<file path="src/rtl/mem_access_unit.sv">
// Memory access controller: owns the MAR and runs one Read or Write at a time
// against a synchronous word-addressed RAM with a parameterised read latency.
module mem_access_unit #(
    parameter int unsigned ADDR_W      = 9,
    parameter int unsigned DATA_W      = 32,
    parameter int unsigned WAIT_CYCLES = 1
) (
    input  logic              clk,
    input  logic              clr,
    input  logic              MARin,
    input  logic [DATA_W-1:0] BusMuxOut,
    input  logic              Read,
    input  logic              Write,
    input  logic [DATA_W-1:0] MDR_q,
    output logic [DATA_W-1:0] Mdatain,
    output logic              mdr_load,
    output logic              mem_done,
    output logic              busy,
    output logic              err,
    output logic [ADDR_W-1:0] ram_addr,
    output logic [DATA_W-1:0] ram_wdata,
    output logic              ram_en,
    output logic              ram_we,
    input  logic [DATA_W-1:0] ram_rdata
);

    typedef enum logic [1:0] {StIdle, StRd, StWr, StDone} state_e;

    state_e            state_q;
    logic [3:0]        cnt_q;
    logic [ADDR_W-1:0] mar_q;
    logic              unused_bus_hi;

    // The MAR only keeps the low ADDR_W bits of the bus.
    assign unused_bus_hi = ^BusMuxOut[DATA_W-1:ADDR_W];
    assign ram_addr      = mar_q;

    // All strobes are registered alongside the state so nothing combinational
    // reaches them from the inputs.
    always_ff @(posedge clk or negedge clr) begin
        if (!clr) begin
            state_q   <= StIdle;
            cnt_q     <= '0;
            mar_q     <= '0;
            Mdatain   <= '0;
            ram_wdata <= '0;
            mdr_load  <= 1'b0;
            mem_done  <= 1'b0;
            busy      <= 1'b0;
            err       <= 1'b0;
            ram_en    <= 1'b0;
            ram_we    <= 1'b0;
        end else begin
            mdr_load <= 1'b0;
            mem_done <= 1'b0;
            unique case (state_q)
                StIdle: begin
                    if (MARin) begin
                        mar_q <= BusMuxOut[ADDR_W-1:0];
                    end
                    if (Read && Write) begin
                        err <= 1'b1;
                    end else if (Read) begin
                        state_q <= StRd;
                        cnt_q   <= 4'(WAIT_CYCLES);
                        busy    <= 1'b1;
                        ram_en  <= 1'b1;
                    end else if (Write) begin
                        state_q   <= StWr;
                        ram_wdata <= MDR_q;
                        busy      <= 1'b1;
                        ram_en    <= 1'b1;
                        ram_we    <= 1'b1;
                    end
                end
                StRd: begin
                    if (cnt_q == 4'd0) begin
                        Mdatain  <= ram_rdata;
                        state_q  <= StDone;
                        ram_en   <= 1'b0;
                        mem_done <= 1'b1;
                        mdr_load <= 1'b1;
                    end else begin
                        cnt_q <= cnt_q - 4'd1;
                    end
                end
                StWr: begin
                    state_q  <= StDone;
                    ram_en   <= 1'b0;
                    ram_we   <= 1'b0;
                    mem_done <= 1'b1;
                end
                StDone: begin
                    state_q <= StIdle;
                    busy    <= 1'b0;
                end
            endcase
            // Requests or MAR loads outside IDLE are dropped and flagged.
            if (state_q != StIdle && (Read || Write || MARin)) begin
                err <= 1'b1;
            end
        end
    end

endmodule

</file>
<file path="config.mk">
export PLATFORM = sky130hd
export DESIGN_NAME = mem_access_unit
export DESIGN_NICKNAME = d
export VERILOG_FILES = /design/src/rtl/mem_access_unit.sv
export SDC_FILE = /design/constraint.sdc
export NUM_CORES = 1
export LEC_CHECK = 0
export CORE_MARGIN = 4
export CORE_UTILIZATION = 31
export DETAILED_ROUTE_END_ITERATION = 12
export DONT_BUFFER_PORTS = 1
export MAX_ROUTING_LAYER = met4
export PLACE_DENSITY = 0.47
export SKIP_LAST_GASP = 1
export SLEW_MARGIN = 0
export SYNTH_ARGS = -nofsm -noshare
export SYNTH_HDL_FRONTEND = slang
export SYNTH_SLANG_ARGS = --single-unit
</file>
<file path="constraint.sdc">
create_clock -name clk -period 4.53 [get_ports clk]
set_input_delay 1.1325 -clock clk [delete_from_list [all_inputs] [get_ports clk]]
set_output_delay 1.1325 -clock clk [all_outputs]
set_load 0.01 [all_outputs]
</file>
# Yosys cells after proc, flatten, opt, wreduce, memory -nomap -nowiden
# Cells that the tools add are included.
dict set report classes {
  addsub 1
  eq_ne 10
  mux 24
  bitwise 2
  n_reduce_logical 22
}
# op n
set ops {}
lappend ops {{4-bit AND reduction} 4}
lappend ops {{4-bit two-way mux} 3}
lappend ops {{2-bit inequality test, second input constant} 6}
lappend ops {{2-bit nonzero test} 6}
lappend ops {{1-bit two-way mux} 11}
lappend ops {{2-bit two-way mux} 4}
lappend ops {{2-bit case mux with 4 select lines} 1}
lappend ops {{4-bit case mux with 2 select lines} 1}
lappend ops {{1-bit case mux with 2 select lines} 3}
lappend ops {{2-bit AND reduction} 3}
lappend ops {{3-bit AND reduction} 2}
lappend ops {{2-bit == test, second input constant} 2}
lappend ops {{4-bit logical NOT} 1}
lappend ops {{4-bit by 1-bit subtractor with 4-bit output, second input constant} 1}
lappend ops {{3-bit inequality test, second input constant} 1}
lappend ops {{1-bit case mux with 3 select lines} 1}
lappend ops {{3-bit nonzero test} 1}
lappend ops {{2-bit by 1-bit == test with 1-bit output, second input constant} 1}
lappend ops {{1-bit logical AND} 2}
lappend ops {{2-bit logical NOT} 1}
lappend ops {{1-bit logical OR} 2}
lappend ops {{1-bit inverter} 2}
dict set report totals {
  ff_bits 85
  input_bits 101
  elab_cells 70
}

# Longest topological paths before layout
# Gate-level depths: netlist of run 1.
dict set report depth {
  word_depth 5
  ltp_mapped 7
  mapped_depth_nobuf 6
}

# Least setup slack after synthesis of run 1
# OpenSTA, ideal clock, no wires.
dict set report synth_path {
  kind {input -> register}
  startpoint {input Read}
  endpoint {register cnt_q[3]}
  setup_time_ns 0.095
  t_arrival_ns 2.153
  required_ns 4.435
  slack_ns 2.281
  stages 5
  n_path_buf 1
  cell_sequence {buf_2 -> nand3_1 -> o221ai_1 -> or3_1 -> o31ai_1}
}
dict set report synth_via {
  elab_chain_cells 3
  word_cells_on_any_way 4
  cone_classes {eq/ne: 2; reduce/logical: 2}
}
# item line_no
set synth_lines {}
lappend synth_lines {{start: declaration} 12} ;# input logic Read,
lappend synth_lines {{1-bit logical AND} 61} ;# if (Read && Write) begin
lappend synth_lines {{2-bit inequality test (no source line)} --}
lappend synth_lines {{4-bit AND reduction (no source line) (*)} --}
lappend synth_lines {{end signal: assignment} 65} ;# cnt_q <= 4'(WAIT_CYCLES);
lappend synth_lines {{end signal: assignment} 84} ;# cnt_q <= cnt_q - 4'd1;
lappend synth_lines {{end: declaration} 30} ;# logic [3:0] cnt_q;
# Every way passes the cells marked *; elsewhere a longest branch is shown, timed or not.
# A chain may end at the register's enable or synchronous reset.

# Worst setup path in the final report of run 1
dict set report layout_path {
  startpoint {register state_q[0]}
  endpoint {register cnt_q[3]}
}
dict set report layout_via {
  elab_chain_cells 3
  word_cells_on_any_way 8
  cone_classes {eq/ne: 4; mux: 1; reduce/logical: 3}
}
# item line_no
set layout_lines {}
lappend layout_lines {{start: declaration} 29} ;# state_e state_q;
lappend layout_lines {{start signal: assignment} 42} ;# state_q <= StIdle;
lappend layout_lines {{start signal: assignment} 64} ;# state_q <= StRd;
lappend layout_lines {{start signal: assignment} 69} ;# state_q <= StWr;
lappend layout_lines {{2-bit by 1-bit == test with 1-bit output / 2-bit logical NOT (equally long branches)} 56} ;# unique case (state_q)
lappend layout_lines {{2-bit inequality test (no source line) / 2-bit nonzero test (equally long branches)} --}
lappend layout_lines {{4-bit AND reduction (no source line)} --}
# Several ways; a longest one is shown, not always the timed one.

==> summary.md, run 1 <==
| Metric | Value |
|---|---|
| Hold-fix buffers, CTS | 0 |
| Initial antenna violation count | 0 |
| Period utilization | 43.72% |
| # IOs | 180 |
| Leakage | 1.596 nW |
| First-pass GRT wire length | 10510 µm |
| Met2 global-route usage | 14.97% |
| DP Wirelength | 4553 µm |
| # setup viols final | 0 |
| Register area share after synthesis | between 60% and 70% |
| Post-Syn Area | 3395 µm² |
| Drt via density | around 4.8 |
| Syn. warnings | 0 |
| Grt met3 use | under 10% |
| Fin crit period | 1.981 ns |
| Distinct cells, synth | 30 |
| Worst r2r src | state_q[0]$_DFFE_PN0P_ |
| Clk Tree Root Cell | clkbuf_8 |
| Slew headroom | 68.18% |
| Die Wd | approximately 110 µm |
| Worst stage delay on the critical path | 0.46 ns |
| Top_reg_cell synth | dfrtp_1 |
| IO Port Bufs | 0 |
| Pwr Density | around 750 nW/µm² |
| Top cells by area, synth | dfrtp_1 (63%), mux2_2 (24%), ha_1 (2.2%), o21ai_0 (1.5%), buf_6 (1.3%) |
| Crit. Startpoint | state_q[0]$_DFFE_PN0P_ |
| Hold Crit Class | in -> async |
| Asr flop ratio synth | 100.0% |
| Initial Util | 32.30% |
| Post-CTS Setup Bufs | 0 |
| Peak fanout along the critical path | 8 |
| Syn nets | 329 |
| Most common cell in the synthesized netlist | dfrtp_1 |
| Flops & latches, synth | 85 |
| Die height | around 110 µm |
| Buffers & Inverters on Critical Path | 1 |
| Gr busiest metal | met2 |
| Least-Margin Pin Slew | 0.4773 ns |
| Worst R2R Setup Slack | 2.55 ns |
| Maximum vdd drop | 0.2917 mV |
| Data required time of the worst path | about 4.8 ns |
| Placed cells | about 350 |
| FMAX | between 500 and 600 MHz |
| Critical Path End Type | register |
| Clk sinks | 85 |
| Max-slew violations | 0 |
| Vias in the first global route | between 1500 and 2000 |
| Clock Tree Buf Depth | 2 |
| Clk slew on worst S/H paths | around 0.090 ns |
| Inserted Clock Buffers | 9 |
| Placeable Area | roughly 11000 µm² |
| All-Layer GR Usage | 10.74% |
| Antenna fix cells | 0 |
| Most common library cells after synthesis | dfrtp_1 (85), mux2_2 (72), o21ai_0 (10) |
| Final Util | a little over a third |
| Post-synth top area share | 62.66% |
| Clk_skew | 0.009496 ns |
| DR WL/cell | approximately 18 µm |
| Total power | 2.801 mW |
| Sequence of cells on the critical path | inv_1, ha_1, nand3_1, o221ai_1, or3_1, o31ai_1 |
| Initial DRC count | 83 |
| CP Launch Type | register |
| Setup_tns | 0 ns |
| Final hold viol count | 0 |
| Skew-Pair Late Insertion Delay | between 0.3 and 0.4 ns |
| Area growth, synth to finish | 10.10% |
| EDFF count, synth | 0 |
| Status | finished clean |
| Cts repair resizes | 0 |
| Nets | between 300 and 400 |
| Worst EP arrival | 2.23 ns |
| Htree depth | 3 |
| Fraction of layout cells with a size suffix above 1 | 39.48% |
| Biggest area consumer among synthesized cells | dfrtp_1 |
| Reg2reg path depth | 6 |
| Die area | 12690 µm² |
| Via count | 1771 |
| Synthesized area per cell | ~15 µm² |
| Post-Syn Instances | 222 |
| ANT nets after route | 0 |
| Crit path max-delay family | simple AND/OR/NAND/NOR gates |
| Placer congestion estimate | between 0.6 and 0.7 |
| Layout Cells excl Fill | 369 |
| R2r endpoint | cnt_q[3]$_DFFE_PN0P_ |
| RSZ-0062 raised after global routing | no |
| DRC violations left | 0 |
| Overflow left after global routing | 0 |
| Slowest stage cell, crit path | or3_1 |
| GRT met1 Usage | 13.56% |
| Largest net degree at the start of global routing | 86 |
| Max cap viols | 0 |
| Final WL | 6545 µm |
| WS Path Type | reg -> reg |
| # rows | 37 |
| Initial DRT Pass Iterations | 4 |
| CTS tree | built |
[power breakdown]
| group | total [mW] | internal, mW | switching (mW) | leakage, nW |
|---|---|---|---|---|
| sequential | 1.55 | 1.13 | 0.422 | 1.02 |
| combinational | 0.663 | 0.401 | 0.261 | 0.478 |
| clock | 0.584 | 0.313 | 0.271 | 0.100 |
[kinds of logic after synthesis]
family,Yosys count,synth area share (%)
compound gates,21,3.981
flops,85,62.66
mux,74,24.51
buf+inv,16,2.801
xor+xnor,1,0.2581
simple gates,19,3.575
fa+ha+maj,6,2.212
[per-layer routing]
| metal | up-vias | wire length (µm) |
|---|---|---|
| li1 | 794 | - |
| met1 | 875 | 2725 |
| met2 | 95 | 3009 |
| met3 | 7 | 726 |
| met4 | 0 | 83 |
| met5 | - | 0 |
[through the flow]
step	worst slack, ns	cell area [µm²]	hold slack, ns
2_1_floorplan	2.281	3395	0.4872
3_3_place_gp	2.284	3522	0.5123
3_5_place_dp	2.245	3522	0.5151
4_1_cts	2.535	3737	0.4411
5_1_grt	2.371	3737	0.4220
6_report	2.549	3737	0.4716
[worst max path at each step]
stage               depth (start not counted)  slack (ns)              endpoint
floorplan                                   5        2.28  cnt_q[3]$_DFFE_PN0P_
global placement                            4        2.28  cnt_q[3]$_DFFE_PN0P_
detailed placement                          4        2.25  cnt_q[3]$_DFFE_PN0P_
CTS                                         6        2.54  cnt_q[3]$_DFFE_PN0P_
global route                                6        2.37  cnt_q[3]$_DFFE_PN0P_
finish                                      6        2.55  cnt_q[3]$_DFFE_PN0P_
[cells in the final DEF (no fill, tap or decap), types with 2 or more instances in the layout]
cell type	netlist	layout
buf_4	0	3
bufinv_16	0	2
clkbuf_1	0	2
clkbuf_8	0	9
clkinvlp_4	0	2
dfrtp_1	85	85
ha_1	6	6
inv_1	8	8
mux2_2	72	72
nand2_1	7	7
o21ai_0	10	10
o221ai_1	2	2
o31ai_1	2	2
or2_2	2	2
or3_1	2	2
[registers in the layout (all words and copies together) (netlist names)]
name and flops:
err 1, ram_wdata 32, busy 1, ram_we 1, mem_done 1, ram_addr 9
ram_en 1, state_q 2, mdr_load 1, Mdatain 32, cnt_q 4
[layout make-up]
cell class	instances	area [µm²]
clock buffer	11	131.4
timing repair buffer	3	22.52
inverter	8	30.03
fill	1038	6771
tap	136	170.2
multi-input combinational	121	1172
sequential	85	2127
clock inverter	5	83.83
Power figures use the tool's default switching activity.
==> inputs of run 2 (changes only) <==
==> constraint.sdc (replaced) <==
create_clock -name clk -period 2.03 [get_ports clk]
set_input_delay 0.5075 -clock clk [delete_from_list [all_inputs] [get_ports clk]]
set_output_delay 0.5075 -clock clk [all_outputs]
set_load 0.01 [all_outputs]
==> summary.md, run 2 (synthesized netlist as in run 1, its figures left out) <==
| Metric | Value |
|---|---|
| Slew headroom | just under 70% |
| Pwr Density | 1635 nW/µm² |
| # setup viols final | 0 |
| Peak fanout along the critical path | 8 |
| Initial Util | about a third |
| Least-Margin Pin Slew | 0.4651 ns |
| Die area | 12690 µm² |
| IO Port Bufs | 0 |
| Combinational group share of total power | 25.9% |
| Inserted Clock Buffers | 9 |
| WL met3 | between 600 and 700 µm |
| Initial DRT Pass Iterations | 4 |
| Clk_skew | 0.006048 ns |
| CTS tree | built |
| Most frequent cells in the layout | dfrtp_1 (85), mux2_2 (72), o21ai_0 (10) |
| CP Launch Type | register |
| RSZ-0062 raised after global routing | no |
| Largest net degree at the start of global routing | 86 |
| FMAX | 526.5 MHz |
| All-Layer GR Usage | 10.18% |
| Via count | ~1800 |
| Status | complete, but fails checks |
| Initial DRC count | 75 |
| Period utilization | 93.56% |
| Met2 wire len | 3049 µm |
| Commonest non-fill, non-tap cell in the layout | dfrtp_1 |
| Antenna fix cells | 0 |
| Wl on met1 | 2649 µm |
| DP Wirelength | 4509 µm |
| Placed cells | about 360 |
| Drt via density | between 4 and 5 |
| Pint | approximately 4 mW |
| Final hold viol count | 85 |
| Die height | 112.6 µm |
| Placer congestion estimate | 0.6906 |
| Hold Crit Class | in -> async |
| Clk sinks | 85 |
| Maximum vdd drop | a little under 0.6 mV |
| Worst EP arrival | 2.12 ns |
| Die Wd | 112.6 µm |
| P_sw | 2.105 mW |
| Htree depth | 3 |
| Clk slew on worst S/H paths | approximately 0.080 ns |
| Initial antenna violation count | 0 |
| Nets | 340 |
| Fin crit period | 1.899 ns |
| Failing checks | hold timing |
| DR WL/cell | 17.48 µm |
| Clock power share | between 10% and 20% |
| WS Path Type | reg -> reg |
| Sequential share of power | 56.3% |
| Switching part of the total | between 30% and 40% |
| Layout Cells excl Fill | 371 |
| Placeable Area | 10510 µm² |
| # rows | 37 |
| Smallest hold slack | -0.1449 ns |
| Clock Tree Buf Depth | 2 |
| Max-slew violations | 0 |
| Max cap viols | 0 |
| Worst stage delay on the critical path | about 0.42 ns |
| ANT nets after route | 0 |
| Data required time of the worst path | 2.26 ns |
| First-pass GRT wire length | approximately 9900 µm |
| Vias in the first global route | 1885 |
| Leakage | between 1.5 and 2 nW |
| Slowest stage cell, crit path | dfrtp_1 |
| Area growth, synth to finish | 10.87% |
| Fraction of layout cells with a size suffix above 1 | 40.85% |
| Clk Tree Root Cell | clkbuf_8 |
| DRC violations left | 0 |
| Skew-Pair Late Insertion Delay | around 0.34 ns |
| Overflow left after global routing | 0 |
| Setup_tns | 0 ns |
| Sequence of cells on the critical path | inv_1, ha_4, inv_1, nor4b_4, buf_4, buf_4, mux2_2 |
| # IOs | 180 |
| FILL cells | 1045 |
| Final WL | 6485 µm |
| DR top layer | met4 |
| Critical Path End Type | register |
-- run 2: changes by cell type in the layout (fill, tap and decap cells not counted), sizes merged --
cell,change
inv,-1
buf,+5
clkbuf,-1
clkinvlp,-2
clkinv,+2
bufinv,-1
-- run 2: final timing paths --
kind	slack [ns]	from	endpoint	depth (start not counted)
max in group asynchronous	2.03	clr	Mdatain[12]$_DFFE_PN0P_	0
max reg2reg	0.13	state_q[1]$_DFFE_PN0P_	Mdatain[28]$_DFFE_PN0P_	7
min	-0.14	clr	ram_wdata[10]$_DFFE_PN0P_	0
min reg2reg	0.53	cnt_q[0]$_DFFE_PN0P_	cnt_q[0]$_DFFE_PN0P_	1
max	0.13	state_q[1]$_DFFE_PN0P_	Mdatain[28]$_DFFE_PN0P_	7
min in group clk	0.31	ram_rdata[27]	Mdatain[27]$_DFFE_PN0P_	1
-- run 2: final cells by class --
cell class | instances | area, µm² | area share (%)
timing repair buffer | 8 | 83.83 | 2.227
inverter | 8 | 30.03 | 0.7979
clock buffer | 10 | 127.6 | 3.391
clock inverter | 3 | 40.04 | 1.064
tap | 136 | 170.2 | 4.521
multi-input combinational | 121 | 1185 | 31.48
sequential | 85 | 2127 | 56.52
-- run 2: per-stage QoR --
step | total power, mW | hold WS (ns) | cell area (µm²) | worst slack (ns) | utilization, %
after floorplan | 4.667 | 0.2119 | 3395 | 0.1296 | -
after global placement | 5.043 | 0.2143 | 3550 | 0.1023 | 33.78
after detailed placement | 5.089 | 0.2141 | 3550 | 0.05624 | 33.78
after CTS | 6.226 | -0.1808 | 3717 | 0.04104 | 35.37
after global routing | 6.620 | -0.1903 | 3764 | 0.01794 | 35.81
final | 6.154 | -0.1449 | 3764 | 0.1307 | 35.81
-- run 2: worst max-delay path, delay by kind of cell (launching register included) --
kind	cells	cell delay (ns)
adders and majority gates	1	0.16
buffers and inverters	4	0.59
muxes	1	0.34
and+or+nand+nor	1	0.27
DFF	1	0.42
-- run 2: routing by layer --
metal	global-route usage, %	up-vias
li1	-	794
met2	14.45	97
met3	5.013	7
met4	4.728	0
met1	12.06	881
met5	-	-
-- run 2: power groups by stage --
stage	clock network (mW)	logic, mW	registers, mW
finish	1.09	1.60	3.47
global route	1.23	1.80	3.59
CTS	1.16	1.57	3.49
detailed placement	0	1.57	3.52
global placement	0	1.51	3.54
floorplan	0	1.34	3.32
-- run 2: repair_timing --
action / 4_1_cts / 5_1_grt
buffers inserted: 0 / 1
resized for setup: 0 / 9
endpoints found under the hold margin: 85 / 85
setup endpoints to repair: 0 / 32
